`src/rtl/control_pkg.sv`:
```
// Shared definitions for the MIPS control-unit microprogram sequencer:
// state width, reset/fetch defaults, next-state mode and condition-select codes.
package control_pkg;

    localparam int STATE_W     = 7;
    localparam int RESET_STATE = 0;
    localparam int FETCH_STATE = 1;
    localparam int WAIT_LIMIT  = 255;
    localparam int WAIT_CNT_W  = 8;

    // Next-state mode field (N) carried by every control-ROM word.
    typedef enum logic [2:0] {
        MODE_DECODE   = 3'b000,
        MODE_FETCH    = 3'b001,
        MODE_INC      = 3'b010,
        MODE_JUMP     = 3'b011,
        MODE_BR_INC   = 3'b100,
        MODE_BR_DEC   = 3'b101,
        MODE_WAIT     = 3'b110,
        MODE_BR_FETCH = 3'b111
    } mode_e;

    // Condition select field (S).
    typedef enum logic [1:0] {
        CSEL_MOC  = 2'b00,
        CSEL_COND = 2'b01,
        CSEL_ZERO = 2'b10,
        CSEL_ONE  = 2'b11
    } csel_e;

endpackage

```
`src/rtl/seq_cond_select.sv`:
```
// Branch/wait condition for the sequencer: picks MOC, Cond, Zero or a
// constant 1 by S and optionally inverts it. Purely combinational.
module seq_cond_select
    import control_pkg::*;
(
    input  logic [1:0] S,
    input  logic       Inv,
    input  logic       MOC,
    input  logic       Cond,
    input  logic       Zero,
    output logic       C
);

    logic sel;

    // Select the raw condition, then apply the ROM's invert bit.
    always_comb begin
        // NOTE: default every always_comb output before the case so no path leaves it unassigned (which would infer a latch).
        sel = 1'b1;
        case (csel_e'(S))
            CSEL_MOC:  sel = MOC;
            CSEL_COND: sel = Cond;
            CSEL_ZERO: sel = Zero;
            CSEL_ONE:  sel = 1'b1;
        endcase
        C = sel ^ Inv;
    end

endmodule

```
`src/rtl/control_state_sequencer.sv`:
```
// Microprogram next-state sequencer for the MIPS control unit. Holds the
// control state (the control-ROM address) and picks the next state from the
// ROM's N/Inv/S/CR fields and the instruction encoder's State_Sel.
// Optional build macro SEQ_WAIT_TIMEOUT_EN adds a WAIT-mode cycle limit that
// forces a return to fetch and sets a sticky Timeout flag.
module control_state_sequencer #(
    parameter int STATE_W     = control_pkg::STATE_W,
    parameter int RESET_STATE = control_pkg::RESET_STATE,
    parameter int FETCH_STATE = control_pkg::FETCH_STATE,
    parameter int WAIT_LIMIT  = control_pkg::WAIT_LIMIT
) (
    input  logic               Clk,
    input  logic               Reset,
    input  logic [STATE_W-1:0] State_Sel,
    input  logic [2:0]         N,
    input  logic               Inv,
    input  logic [1:0]         S,
    input  logic [STATE_W-1:0] CR,
    input  logic               MOC,
    input  logic               Cond,
    input  logic               Zero,
    output logic [STATE_W-1:0] State,
    output logic [STATE_W-1:0] Next_State,
    output logic               Decoded,
    output logic               Timeout
);
    import control_pkg::*;

    localparam logic [STATE_W-1:0] RESET_VAL = STATE_W'(RESET_STATE);
    localparam logic [STATE_W-1:0] FETCH_VAL = STATE_W'(FETCH_STATE);

    logic               c;
    logic [STATE_W-1:0] inc;
    logic [STATE_W-1:0] next_state;
    logic               use_sel;
    mode_e              mode;

    seq_cond_select u_cond (
        .S    (S),
        .Inv  (Inv),
        .MOC  (MOC),
        .Cond (Cond),
        .Zero (Zero),
        .C    (c)
    );

    assign mode = mode_e'(N);
    assign inc  = State + STATE_W'(1);  // wraps modulo 2^STATE_W, no flag

`ifdef SEQ_WAIT_TIMEOUT_EN
    localparam logic [WAIT_CNT_W-1:0] WAIT_LAST = WAIT_CNT_W'(WAIT_LIMIT - 1);

    logic [WAIT_CNT_W-1:0] wait_cnt;
    logic                  wait_stall;
    logic                  timeout_fire;

    // A WAIT that is still holding counts toward the limit; the edge that
    // would make the count reach WAIT_LIMIT escapes to fetch instead.
    assign wait_stall   = (mode == MODE_WAIT) && !c;
    assign timeout_fire = wait_stall && (wait_cnt == WAIT_LAST);
`else
    logic unused_wait_limit;
    assign unused_wait_limit = ^WAIT_LIMIT;
`endif

    // Next-state mux over the eight ROM modes, plus the decode marker.
    always_comb begin
        next_state = State;
        use_sel    = 1'b0;
        case (mode)
            MODE_DECODE: begin
                next_state = State_Sel;
                use_sel    = 1'b1;
            end
            MODE_FETCH:    next_state = FETCH_VAL;
            MODE_INC:      next_state = inc;
            MODE_JUMP:     next_state = CR;
            MODE_BR_INC:   next_state = c ? CR : inc;
            MODE_BR_DEC: begin
                next_state = c ? CR : State_Sel;
                use_sel    = !c;
            end
            MODE_WAIT:     next_state = c ? inc : State;
            MODE_BR_FETCH: next_state = c ? CR : FETCH_VAL;
        endcase
`ifdef SEQ_WAIT_TIMEOUT_EN
        if (timeout_fire) begin
            next_state = FETCH_VAL;
        end
`endif
    end

    assign Next_State = next_state;

    // State register and registered decode marker; Reset wins over every mode.
    always_ff @(posedge Clk) begin
        // NOTE: sequential state uses non-blocking assignments so every register samples pre-edge values.
        if (Reset) begin
            State   <= RESET_VAL;
            Decoded <= 1'b0;
        end else begin
            State   <= next_state;
            Decoded <= use_sel;
        end
    end

`ifdef SEQ_WAIT_TIMEOUT_EN
    // Wait-cycle counter and sticky timeout flag.
    always_ff @(posedge Clk) begin
        if (Reset) begin
            wait_cnt <= '0;
            Timeout  <= 1'b0;
        end else if (timeout_fire) begin
            wait_cnt <= '0;
            Timeout  <= 1'b1;
        end else if (wait_stall) begin
            wait_cnt <= wait_cnt + WAIT_CNT_W'(1);
        end else begin
            wait_cnt <= '0;
        end
    end
`else
    assign Timeout = 1'b0;
`endif

endmodule
```
`config.mk`:
```
export PLATFORM = sky130hd
export DESIGN_NAME = control_state_sequencer
export DESIGN_NICKNAME = d
export VERILOG_FILES = /design/src/rtl/control_pkg.sv /design/src/rtl/seq_cond_select.sv /design/src/rtl/control_state_sequencer.sv
export SDC_FILE = /design/constraint.sdc
export NUM_CORES = 1
export LEC_CHECK = 0
export ABC_AREA = 0
export CAP_MARGIN = 30
export CORE_UTILIZATION = 44
export DETAILED_ROUTE_END_ITERATION = 8
export PLACE_DENSITY = 0.84
export SLEW_MARGIN = 25
export SYNTH_ARGS = -nofsm -noshare
export SYNTH_HDL_FRONTEND = slang
export SYNTH_HIERARCHICAL = 1
export SYNTH_SLANG_ARGS = --single-unit
```
`constraint.sdc`:
```
create_clock -name Clk -period 6.35 [get_ports Clk]
set_input_delay 1.27 -clock Clk [delete_from_list [all_inputs] [get_ports Clk]]
set_output_delay 1.27 -clock Clk [all_outputs]
set_load 0.01 [all_outputs]
```
==> results.py <==
metrics = {
    "logic_synthesis": {
        "netlist_area_sq_um": 897,
        "synth_cells": 128,
        "yosysTopAreaCellShare": 0.179,
        "synth_ff_type": "dfxtp_1",
        "avgSynthCellArea_sq_um": 7.01,
        "ys_ff_latch": 8,
        "ys_async_sr_fraction": 0,
        "synth_cell_types": 51,
        "synth_edf_count": 0,
        "yosys_warnings": 6,
        "yosys-top-cells-area": "dfxtp_1 (18%), nand2_1 (7.1%), a21oi_1 (4.5%)",
        "synth_nets": 154,
        "synth_top_area_cell": "dfxtp_1",
        "ys_seq_area_frac": 0.179,
    },
    "sta": {
        "drv_slew": 0,
        "setup_tns_ns": 0,
        "fmax_mhz": 191,
        "worst_pin_slew_ns": 0.816,
        "rsz0062_at_grt": "false",
        "max_slew_margin": 0.455,
        "min_period_over_period": 0.826,
        "finalHoldViolCount": 0,
        "period_needed_ns": 5.24,
        "setup_viol": 0,
        "finClkSkew_ns": 0.0150,
    },
    "cts": {
        "cts_inserted_buffers": 3,
        "holdBufCountCts": 0,
        "cts_tree": "built",
        "clock-root-buffer": "clkbuf_4",
        "clkTransAtPathRegs_ns": 0.05,
        "clk_latency_ns": 0.27,
        "clockBufferDepth": 2,
        "post_cts_buffers": 0,
        "htreeDepth": 1,
        "clkSinkCount": 8,
        "cts_resized": 0,
    },
    "route": {
        "drtAntennaViolNets": 0,
        "vias": 1092,
        "wire_per_inst_microns": 14.6,
        "dr.first_iter.drc_count": 37,
        "drt_pre_antenna_iters": 5,
        "vias_per_cell": 5.90,
        "wl_microns": 2710,
        "drcViolationCount": 0,
    },
    "job": {
        "drv_cap": 0,
    },
    "setup_path": {
        "crit_cells": 10,
        "crit_family": "buffers and inverters",
        "critical_path_class": "input pin to primary output",
        "slowest_delay_ns": 0.53,
        "end_kind": "primary output",
        "arrival_ns": 3.97,
        "rr_worst_depth": 5,
        "startpoint_type": "input pin",
        "crit_chain": "clkdlybuf4s50_1, mux2i_1, mux2i_1, xor2_1, buf_4, nand2b_1, maj3_2, or3_4, nand2_1, clkdlybuf4s50_1",
        "critPathBufInv": 3,
        "crit_path_max_fanout": 21,
        "crit_required_ns": 5.08,
        "crit_slowest_cell": "clkdlybuf4s50_1",
    },
    "place": {
        "gp_congestion": 0.858,
        "dp_hpwl_microns": 1970,
        "dpl_cell_area_sq_mm": 0.00127,
        "portBuffers": 39,
    },
    "power": {
        "leakage_uw": 0.000467,
        "seq_power_share": 0.301,
        "p_sw_frac": 0.361,
        "pwr-share-clk": 0.211,
        "p_switching_uw": 73.7,
        "p_int_uw": 130,
        "power.density_mw_per_mm2": 158,
        "ir_worst_vdd_uv": 87.3,
        "p_comb_frac": 0.488,
    },
    "floorplan": {
        "initial_utilization": 0.493,
        "core_area_sq_mm": 0.00182,
        "fp.dieW_microns": 47.2,
        "die_h_microns": 47.2,
        "io_pins": 41,
        "rows": 15,
        "die-area_sq_mm": 0.00222,
    },
    "layout": {
        "layout-drive-gt1-share": 0.0750,
        "nFillCells": 159,
        "num_antenna_cells": 0,
        "final_common_cell": "clkdlybuf4s50_1",
        "layout.nets": 188,
        "syn_to_final_growth_pct": 44.4,
        "final_cell_mix": "clkdlybuf4s50_1 (39), nand2_1 (17)",
        "final_area_sq_mm": 0.00129,
    },
    "global_routing": {
        "grt_use_total": 0.277,
        "grt_pass1_vias": 951,
        "grt_max_degree": 27,
        "grt_overflow": 0,
        "grt_antenna_before_repair": 0,
        "grt_first_pass_wirelength_microns": 4280,
    },
    "worst_hold_path": {
        "hold_class": "flip-flop to flip-flop",
        "hold_path_depth": 3,
    },
    "status": {
        "status": "completed",
    },
}
==> layer usage <==
metal,routed length [microns],GRT usage,vias up
met5,0,0,-
met4,74,0.137,0
met3,175,0.0500,6
met2,1310,0.444,49
met1,1150,0.355,487
li1,-,-,550
==> state kept, by name (all words and copies together), names as in the netlist <==
register	flops
Decoded	1
State	7
==> worst register-to-register path, cell delays in order, from the launching register on <==
cell and delay, ns:
dfxtp_1 0.37, ha_1 0.27, and4_4 0.22, maj3_2 0.30, or3_4 0.33, a21oi_2 0.13
==> per-stage QoR <==
stage	std cells	power, uW	util	hold slack [ns]	worst slack (ns)
floorplan	128	115	-	0.677	2.47
global placement	182	158	0.699	0.649	1.26
detailed placement	182	161	0.699	0.688	1.17
CTS	185	203	0.711	0.702	1.14
global route	185	216	0.711	0.751	1.01
finish	185	204	0.711	0.715	1.11
==> cells in the mapped netlist, types with 2 or more instances <==
library cell	n
o22ai_1	2
nand3b_1	5
a41oi_1	3
dfxtp_1	8
nor3_1	4
o21ai_0	8
nand2_1	17
xnor2_1	2
inv_1	3
a21oi_1	8
clkbuf_1	2
o21ai_1	3
buf_2	7
nor2_1	4
nor4_1	2
mux2i_1	3
nand3_1	8
nand2b_1	2
a31o_2	2
a221oi_1	3
a211oi_1	2
==> worst paths after layout <==
check / slack [ns] / startpoint / endpoint
worst max-delay path: 1.11 / S[0] / Next_State[4]
worst min-delay path: 0.72 / State[6]$_SDFF_PP0_ / State[6]$_SDFF_PP0_
worst max register to register: 4.66 / State[0]$_SDFF_PP0_ / State[4]$_SDFF_PP0_
worst min register to register: 0.72 / State[6]$_SDFF_PP0_ / State[6]$_SDFF_PP0_
==> area by class of cell <==
cell class	count	area, sq um	area share
Multi-Input combinational cell	105	668	0.516
Clock buffer	3	22.5	0.0174
Sequential cell	8	160	0.124
Tap cell	25	31.3	0.0242
Inverter	4	15.0	0.0116
Timing Repair Buffer	40	398	0.307
==> logic make-up after synthesis <==
group / synth area share
simple gates: 0.321
compound gates: 0.331
buf+inv: 0.0767
flops: 0.179
xor+xnor: 0.0293
mux: 0.0335
fa+ha+maj: 0.0265
other cells: 0.00418
==> power groups by stage <==
stage | Clock, uW | Sequential [uW] | Combinational [uW]
global route | 44.7 | 62.4 | 109
floorplan | 0 | 62.9 | 52.0
detailed placement | 0 | 62.3 | 98.7
global placement | 0 | 61.9 | 96.5
finish | 43.0 | 61.5 | 99.6
CTS | 42.1 | 61.2 | 99.5
Power figures use the tool's default switching activity.
